$ cat config.mk
export PLATFORM = sky130hd
export DESIGN_NAME = finv_arbiter_flat
export DESIGN_NICKNAME = d
export VERILOG_FILES = /design/src/rtl/finv_arbiter_if.sv /design/src/rtl/finv_arbiter.sv /design/src/flat_wrapper.sv
export SDC_FILE = /design/constraint.sdc
export NUM_CORES = 1
export LEC_CHECK = 0
export CAP_MARGIN = 25
export CORE_ASPECT_RATIO = 2
export CORE_MARGIN = 3
export CORE_UTILIZATION = 50
export CTS_CLUSTER_DIAMETER = 200
export CTS_CLUSTER_SIZE = 20
export DETAILED_ROUTE_END_ITERATION = 7
export PLACE_DENSITY = 0.83
export SYNTH_ARGS = -nofsm -noshare
export SYNTH_HDL_FRONTEND = slang
export SYNTH_SLANG_ARGS = --single-unit
$ cat constraint.sdc
create_clock -name clk -period 6.39 [get_ports clk]
set_input_delay 1.5975 -clock clk [delete_from_list [all_inputs] [get_ports clk]]
set_output_delay 1.5975 -clock clk [all_outputs]
set_load 0.01 [all_outputs]
$ cat src/rtl/finv_arbiter_if.sv
// rtl/finv_arbiter_if.sv - request/response bundle between requesters, consumer and finv_arbiter
interface finv_arbiter_if #(
  parameter int NREQ = 4,
  parameter int IDW  = 2
);
  logic [NREQ-1:0]    req_valid;
  logic [32*NREQ-1:0] req_x;
  logic [NREQ-1:0]    req_ready;
  logic               rsp_valid;
  logic               rsp_ready;
  logic [IDW-1:0]     rsp_id;
  logic [31:0]        rsp_data;

  modport master (
    output req_valid, req_x, rsp_ready,
    input  req_ready, rsp_valid, rsp_id, rsp_data
  );

  modport slave (
    input  req_valid, req_x, rsp_ready,
    output req_ready, rsp_valid, rsp_id, rsp_data
  );
endinterface

$ cat src/rtl/finv_arbiter.sv
// rtl/finv_arbiter.sv - round-robin sharing of a fixed-latency reciprocal pipeline
// Credits cover in-flight slots plus FIFO occupancy so a result always finds room.
module finv_arbiter #(
  parameter int NREQ  = 4,
  parameter int LAT   = 3,
  parameter int DEPTH = 4,
  parameter int IDW   = $clog2(NREQ)
) (
  input  logic               clk,
  input  logic               rstn,
  finv_arbiter_if.slave      bus,
  output logic [31:0]        finv_x,
  input  logic [31:0]        finv_y,
  output logic               busy
);

  localparam int PW = (DEPTH > 1) ? $clog2(DEPTH) : 1;
  localparam int CW = $clog2(DEPTH + LAT + 1);

  logic [IDW-1:0]  ptr;
  logic [NREQ-1:0] grant;
  logic [IDW-1:0]  gnt_id;
  logic [31:0]     gnt_x;
  logic            xfer;
  logic            can_issue;
  logic [CW-1:0]   credit;
  logic [31:0]     x_arr [NREQ];

  logic [LAT-1:0]  pv;
  logic [IDW-1:0]  pid [LAT];

  logic [IDW+31:0] mem [DEPTH];
  logic [PW-1:0]   wr_ptr;
  logic [PW-1:0]   rd_ptr;
  logic [CW-1:0]   occ;
  logic            push;
  logic            pop;

  function automatic logic [PW-1:0] bump(input logic [PW-1:0] p);
    return (p == PW'(DEPTH - 1)) ? '0 : p + 1'b1;
  endfunction

  always_comb begin
    for (int i = 0; i < NREQ; i++) begin
      x_arr[i] = bus.req_x[32*i +: 32];
    end
  end

  // Credit is taken from registered state only; a pop this cycle frees nothing yet.
  always_comb begin
    credit = occ;
    for (int s = 0; s < LAT; s++) begin
      credit = credit + CW'(pv[s]);
    end
    can_issue = rstn && (credit < CW'(DEPTH));
  end

  always_comb begin
    logic [IDW:0]   sum;
    logic [IDW-1:0] idx;
    grant  = '0;
    gnt_id = '0;
    gnt_x  = '0;
    xfer   = 1'b0;
    sum    = '0;
    idx    = '0;
    for (int i = 0; i < NREQ; i++) begin
      sum = {1'b0, ptr} + (IDW+1)'(i);
      if (sum >= (IDW+1)'(NREQ)) begin
        sum = sum - (IDW+1)'(NREQ);
      end
      idx = sum[IDW-1:0];
      if (!xfer && can_issue && bus.req_valid[idx]) begin
        xfer       = 1'b1;
        grant[idx] = 1'b1;
        gnt_id     = idx;
        gnt_x      = x_arr[idx];
      end
    end
  end

  assign bus.req_ready = grant;
  assign finv_x        = gnt_x;

  always_ff @(posedge clk or negedge rstn) begin
    if (!rstn) begin
      ptr <= '0;
      pv  <= '0;
    end else begin
      if (xfer) begin
        ptr <= (gnt_id == IDW'(NREQ - 1)) ? '0 : gnt_id + 1'b1;
      end
      pv[0] <= xfer;
      for (int s = 1; s < LAT; s++) begin
        pv[s] <= pv[s-1];
      end
    end
  end

  // Tags need no reset: they are only consumed alongside a valid bit.
  always_ff @(posedge clk) begin
    pid[0] <= gnt_id;
    for (int s = 1; s < LAT; s++) begin
      pid[s] <= pid[s-1];
    end
  end

  assign push = pv[LAT-1];
  assign pop  = bus.rsp_valid & bus.rsp_ready;

  always_ff @(posedge clk or negedge rstn) begin
    if (!rstn) begin
      wr_ptr <= '0;
      rd_ptr <= '0;
      occ    <= '0;
    end else begin
      if (push) begin
        wr_ptr <= bump(wr_ptr);
      end
      if (pop) begin
        rd_ptr <= bump(rd_ptr);
      end
      occ <= occ + CW'(push) - CW'(pop);
    end
  end

  always_ff @(posedge clk) begin
    if (push) begin
      mem[wr_ptr] <= {pid[LAT-1], finv_y};
    end
  end

  assign bus.rsp_valid              = (occ != '0);
  assign {bus.rsp_id, bus.rsp_data} = mem[rd_ptr];
  assign busy                       = (|pv) | bus.rsp_valid;

  a_no_overflow: assert property (@(posedge clk) disable iff (!rstn)
    !(push && (occ == CW'(DEPTH))));
  a_grant_onehot: assert property (@(posedge clk) disable iff (!rstn)
    $onehot0(grant));

endmodule

$ cat src/flat_wrapper.sv
// flat-port wrapper written by rule: the top's interface ports become plain ports
module finv_arbiter_flat 
#(
  parameter int NREQ  = 4,
  parameter int LAT   = 3,
  parameter int DEPTH = 4,
  parameter int IDW   = $clog2(NREQ)
)
  (clk, rstn, finv_x, finv_y, busy, bus_req_valid, bus_req_x, bus_rsp_ready, bus_req_ready, bus_rsp_valid, bus_rsp_id, bus_rsp_data);
  finv_arbiter_if #(.NREQ(NREQ), .IDW(IDW)) bus_i ();
  input  logic clk;
  input  logic rstn;
  output logic [31:0] finv_x;
  input  logic [31:0] finv_y;
  output logic busy;
  input wire logic [$bits(bus_i.req_valid)-1:0] bus_req_valid;
  input wire logic [$bits(bus_i.req_x)-1:0] bus_req_x;
  input wire logic [$bits(bus_i.rsp_ready)-1:0] bus_rsp_ready;
  output wire logic [$bits(bus_i.req_ready)-1:0] bus_req_ready;
  output wire logic [$bits(bus_i.rsp_valid)-1:0] bus_rsp_valid;
  output wire logic [$bits(bus_i.rsp_id)-1:0] bus_rsp_id;
  output wire logic [$bits(bus_i.rsp_data)-1:0] bus_rsp_data;
  assign bus_i.req_valid = bus_req_valid;
  assign bus_i.req_x = bus_req_x;
  assign bus_i.rsp_ready = bus_rsp_ready;
  assign bus_req_ready = bus_i.req_ready;
  assign bus_rsp_valid = bus_i.rsp_valid;
  assign bus_rsp_id = bus_i.rsp_id;
  assign bus_rsp_data = bus_i.rsp_data;
  finv_arbiter #(.NREQ(NREQ), .LAT(LAT), .DEPTH(DEPTH), .IDW(IDW)) u_core (.clk(clk), .rstn(rstn), .bus(bus_i), .finv_x(finv_x), .finv_y(finv_y), .busy(busy));
endmodule
### After elaboration in Yosys (flattened, before gate mapping)

Memories as Yosys holds them, arrays and structs flattened.
Index checks and enable logic that the tools add are counted.

| word-level totals | value |
|---|---|
| register bits after elaboration | 12 |
| RAM bits | 142 |
| bits of input ports | 167 |
| output and inout bits | 72 |
| logic and storage cells | 121 |
| memories kept | 2 |

| operators by class | value |
|---|---|
| $add $sub $neg | 15 |
| magnitude comparators | 17 |
| eq/ne operators | 3 |
| mux-type cells | 53 |
| bitwise operators | 9 |
| reductions and logical operators | 17 |

Memories:

| memory | words | bits a word | rd ports | clocked after Yosys merged registers in | wr ports | line | RTL |
|---|---|---|---|---|---|---|---|
| u_core.mem | 4 | 34 | 1 | 0 | 1 | finv_arbiter.sv:32 | `logic [IDW+31:0] mem [DEPTH];` |
| u_core.pid | 3 | 2 | 3 | 0 | 3 | finv_arbiter.sv:30 | `logic [IDW-1:0] pid [LAT];` |

Operators with widths:

| kind | number |
|---|---|
| 32-bit 2-to-1 mux | 12 |
| 32-bit binary-select mux with 2-bit select | 4 |
| 2-bit 2-to-1 mux | 11 |
| 3-bit >= comparator, second input constant | 7 |
| 4-bit 2-to-1 mux | 4 |
| 1-bit 2-to-1 mux | 14 |
| 3-bit by 1-bit adder with 3-bit output | 4 |
| 1-bit logical AND | 12 |
| 2-bit by 3-bit < comparator with 1-bit output, second input constant | 4 |
| 2-bit NOT with 3-bit output | 4 |
| 4-bit OR | 3 |
| 1-bit binary-select mux with 2-bit select | 4 |
| 1-bit demux with 2-bit select | 4 |
| 2-bit by 1-bit >= comparator with 1-bit output, second input constant | 4 |
| 2-bit by 1-bit subtractor with 2-bit output, second input constant | 4 |
| 2-bit by 1-bit adder with 2-bit output, second input constant | 3 |
| 2-bit by 2-bit adder with 3-bit output, second input constant | 2 |
| 2-bit == test, second input constant | 3 |
| 2-bit by 1-bit adder with 3-bit output, second input constant | 1 |
| 2-bit by 3-bit >= comparator with 1-bit output, second input constant | 1 |
| 1-bit logical NOT | 3 |
| 3-bit < comparator, second input constant | 1 |
| 3-bit nonzero test | 1 |
| 3-bit OR reduction | 1 |
| other kinds (3) | 3 |

### Depth between registers and ports, before layout

| depth | value |
|---|---|
| depth in word-level cells | 21 |
| depth in mapped cells | 16 |
| gate-level depth less buffers | 12 |

### Least setup slack after synthesis

OpenSTA, ideal clock, no wires.

| timing path | value |
|---|---|
| path type | register to output |
| start point | reg u_core.ptr[0] |
| end point | out finv_x[10] |
| data arrival time | 3,503 ps |
| required time | 4,793 ps |
| path slack | 1,289 ps |
| cell stages (with the launch flop) | 13 |
| path buffers | 6 |
| cells stage by stage | dfrtp_1 > buf_6 > buf_2 > buf_1 > inv_1 > ha_1 > buf_2 > mux4_2 > or4b_4 > a21o_1 > buf_2 > buf_6 > a21oi_1 |

| between the ends | value |
|---|---|
| word-level cells in the longest chain between the ends | 18 |
| elaborated cells on any way between the ends | 56 |

Ends and longest elaborated chain:

| what | line | RTL |
|---|---|---|
| from (decl) | finv_arbiter.sv:20 | `logic [IDW-1:0] ptr;` |
| from (signal assigned) | finv_arbiter.sv:91 | `ptr <= (gnt_id == IDW'(NREQ - 1)) ? '0 : gnt_id + 1'b1;` |
| 2-bit by 3-bit >= comparator with 1-bit output / 2-bit by 1-bit subtractor with 2-bit output (equally long branches) | finv_arbiter.sv:69, finv_arbiter.sv:70 |  |
| 2-bit 2-to-1 mux | finv_arbiter.sv:69 | `if (sum >= (IDW+1)'(NREQ)) begin` |
| 1-bit binary-select mux with 2-bit select | finv_arbiter.sv:73 | `if (!xfer && can_issue && bus.req_valid[idx]) begin` |
| 1-bit 2-to-1 mux (not written as such) | finv_arbiter.sv:73 |  |
| 1-bit logical AND | finv_arbiter.sv:73 |  |
| 1-bit 2-to-1 mux | finv_arbiter.sv:73 |  |
| 1-bit logical NOT | finv_arbiter.sv:73 |  |
| 1-bit logical AND (2 in a row) | finv_arbiter.sv:73 |  |
| 1-bit 2-to-1 mux | finv_arbiter.sv:73 |  |
| 1-bit logical NOT | finv_arbiter.sv:73 |  |
| 1-bit logical AND (2 in a row) | finv_arbiter.sv:73 |  |
| 1-bit 2-to-1 mux | finv_arbiter.sv:73 |  |
| 1-bit logical NOT | finv_arbiter.sv:73 |  |
| 1-bit logical AND (2 in a row) | finv_arbiter.sv:73 |  |
| 32-bit 2-to-1 mux * | finv_arbiter.sv:73 |  |
| to (decl) | flat_wrapper.sv:13 | `output logic [31:0] finv_x;` |

Mark *: on every way between the ends. The rest lies on a longest branch, timed or not. The select of a mux whose other input is x is not followed.

### Worst setup path in the final report

| timing path | value |
|---|---|
| start point | in bus_req_valid[2] |
| end point | out finv_x[20] |

| between the ends | value |
|---|---|
| word-level cells in the longest chain between the ends | 16 |
| elaborated cells on any way between the ends | 25 |

Ends and longest elaborated chain:

| what | line | RTL |
|---|---|---|
| from (decl) | flat_wrapper.sv:16 | `input wire logic [$bits(bus_i.req_valid)-1:0] bus_req_valid;` |
| 1-bit binary-select mux with 2-bit select | finv_arbiter.sv:73 |  |
| 1-bit 2-to-1 mux (not written as such) | finv_arbiter.sv:73 |  |
| 1-bit logical AND | finv_arbiter.sv:73 |  |
| 1-bit 2-to-1 mux | finv_arbiter.sv:73 |  |
| 1-bit logical NOT | finv_arbiter.sv:73 |  |
| 1-bit logical AND (2 in a row) | finv_arbiter.sv:73 |  |
| 1-bit 2-to-1 mux | finv_arbiter.sv:73 |  |
| 1-bit logical NOT | finv_arbiter.sv:73 |  |
| 1-bit logical AND (2 in a row) | finv_arbiter.sv:73 |  |
| 1-bit 2-to-1 mux | finv_arbiter.sv:73 |  |
| 1-bit logical NOT | finv_arbiter.sv:73 |  |
| 1-bit logical AND (2 in a row) | finv_arbiter.sv:73 |  |
| 32-bit 2-to-1 mux * | finv_arbiter.sv:73 |  |

Marks and branches as above.

==> reports/metrics.yaml <==
detailed_routing:
  drt_wl_total_um: 26000
  drc: 0
  ant_nets: 0
  m1WireLength_um: 8740
  post_drt_wl_per_cell_um: 24.3
  dr_wl_met2_um: 14700
  top_layer: "met4"
  route.vias.total: 7098
  dr.pass1.iters: 5
  drtIter0Drc: 477
  met3_length_um: 1980
  viasPerCell: 6.64
placed_design:
  dp_hpwl_um: 18500
  gp_congestion: 0.863
  pre_cts_ws_ps: 156
  port_buffers: 238
  dp_cells: 1035
synthesis:
  async_flop_share_pct: 7.79
  syn-num-nets: 761
  synth_area_per_cell_um2: 17.1
  synth_area_leaders: "edfxtp_1 41%, mux4_2 38%, a22oi_1 3.9%"
  synth_ff_type: "edfxtp_1"
  yosysSeqAreaShare_pct: 45.4
  yosys_register_bits: 154
  synth-edff-count: 136
  yosys.area.top_type_share_pct: 41.2
  ys_warn_count: 0
  syn_area_um2: 9920
  yosysTopAreaCell: "edfxtp_1"
  synthDistinctLibCells: 42
  synthesis.instances: 579
critical_path:
  crit_type: "in2out"
  critPathRequiredTime_ps: 4790
  cp.arrival_ps: 4670
  start_kind: "input pin"
  worstSetupEndpointType: "output port"
  crit_path_max_fanout: 16
clock_tree:
  clkTransAtPathRegs_ps: 60
  cts_resized: 0
  numCtsBuffers: 17
  htree_levels: 4
  hold_buffers: 0
  clk_latency_ps: 410
  cts_tree: "yes"
  clk_path_buf_depth: 2
  ctsRootBufferMaster: "clkbuf_16"
  post_cts_buffers: 0
  cts.sinks: 154
timing:
  min_period_ps: 6270
  fmax_mhz: 160
  hold_viol_final: 0
  finalClockSkew_ps: 8.58
  finalWorstSetupSlack_ps: 123
  post-route-period-util_pct: 98.1
  setup-tns-final_ps: 0
  rsz0062_at_grt: "false"
  report.final.setup_viol: 0
  relSlewSlack_pct: 43.3
  worst_slew_pin_slew_ps: 851
  drv_slew: 0
pwr:
  p_sw_mw: 1.98
  vdd_drop_max_v: 0.000423
  clockPowerShare_pct: 17.6
  swShare_pct: 34.2
  p_seq_share_pct: 24.2
  power.internal_mw: 3.82
  powerDensity_nw_per_um2: 440
  p_leak_nw: 4.33
  p_comb_share_pct: 58.2
floorplan:
  dieArea_um2: 21700
  placementRows: 72
  start_util_pct: 51.2
  die_y_um: 205
  core_area_um2: 19400
  io_pins: 239
  die_w_um: 106
run:
  drv_cap: 0
global_routing:
  grt_antenna_before_repair: 0
  grt_max_degree: 66
  grt_pass1_wl_um: 41200
  grt_pass1_vias: 7589
  gr-total-overflow: 0
  track_usage_pct: 24.6
layout:
  syn2layout_area_growth_pct: 32.9
  final_nets: 978
  fin_cells: 1069
  drive_gt1_share_pct: 27.8
min_path:
  hold_path_class: "reg2reg"
outcome:
  status: "finished clean"
-- state kept, by name, indices dropped and copies added (netlist names) --
name           flops
u_core.ptr         2
u_core.occ         3
u_core.mem       136
u_core.pid         6
u_core.pv          3
u_core.wr_ptr      2
u_core.rd_ptr      2
-- layer usage --
metal,global-route usage (%),up-vias
met5,0,-
met4,8.57,0
met3,4.73,42
met2,45.3,416
met1,28.3,3646
li1,-,2994
-- placed cells by master, fill, tap and decap left out, types with 12 or more instances in the layout --
cell type	instances
buf_4	16
o21ai_1	15
clkdlybuf4s50_1	238
nor2_1	23
clkbuf_16	17
inv_1	15
a21oi_1	20
ha_1	12
mux4_2	166
a22o_1	18
a22oi_1	51
edfxtp_1	136
-- power by group through the flow --
stage	combinational (mW)	clock, mW	sequential (mW)
finish	3.38	1.02	1.40
detailed placement	3.38	0	1.42
global placement	3.27	0	1.40
global route	3.64	1.09	1.42
floorplan	2.37	0	1.35
CTS	3.40	1.04	1.40
-- worst max-delay path: stages --
cell             delay (ps)
clkdlybuf4s50_1         510
mux4_2                  550
or4b_4                  590
a21oi_4                 450
buf_4                   210
a22oi_1                  80
o21ai_1                 100
clkdlybuf4s50_1         560
-- cells in the mapped netlist, types with 2 or more instances --
master and n:
nor2b_1 2, a21oi_4 2, o211ai_1 2, or3_1 2, and2_1 5, ha_1 13
fa_1 2, a221o_1 4, dfrtp_1 12, o21ai_0 2, nand2_1 5, a21o_1 2
clkbuf_1 29, edfxtp_1 136, inv_1 15, mux4_2 166, buf_2 11, nor2_1 23
a21oi_1 20, buf_6 4, xnor2_1 2, a22oi_1 51, dfxtp_1 6, buf_1 14
o21ai_1 15, a22o_1 18
-- path summary, 6_finish.rpt --
| check | start | end | slack, ps | cells past startpoint |
|---|---|---|---|---|
| min | u_core.pid[0][2] | u_core.pid[0][4] | 330 | 0 |
| max | bus_req_valid[2] | finv_x[20] | 120 | 8 |
| max in group asynchronous | rstn | u_core.rd_ptr[0] | 4580 | 2 |
| min reg2reg | u_core.pid[0][2] | u_core.pid[0][4] | 330 | 0 |
| min in group asynchronous | rstn | u_core.ptr[0] | 1400 | 1 |
| max reg2reg | u_core.ptr[1] | u_core.ptr[1] | 2540 | 9 |
-- cell type report --
| type | instances | area (um^2) |
|---|---|---|
| tap | 259 | 324 |
| multi-input combinational | 351 | 5100 |
| timing repair buffer | 257 | 2570 |
| antenna | 1 | 2.50 |
| sequential | 154 | 4510 |
| clock buffer | 20 | 447 |
| clock inverter | 12 | 165 |
| inverter | 15 | 56.3 |
| fill | 1304 | 6190 |
-- per-stage QoR --
stage	hold slack (ps)	util, %	power, mW	cell area [um^2]
2_1_floorplan	310	-	3.72	9920
3_3_place_gp	315	64.7	4.67	12500
3_5_place_dp	312	64.7	4.80	12500
4_1_cts	327	67.9	5.84	13100
5_1_grt	343	68.0	6.16	13200
6_report	329	68.0	5.80	13200
-- logic make-up after synthesis --
kind of cell | after synthesis | share of synthesized area, %
multiplexers | 169 | 38.0
flip-flops | 154 | 45.4
AO/OA/AOI/OAI | 122 | 8.87
buffers and inverters | 74 | 3.28
AND/OR/NAND/NOR | 43 | 2.17
adder cells (fa/ha/maj) | 15 | 2.04
XOR/XNOR | 2 | 0.177
Note: power is estimated with default switching activity, not from simulation.
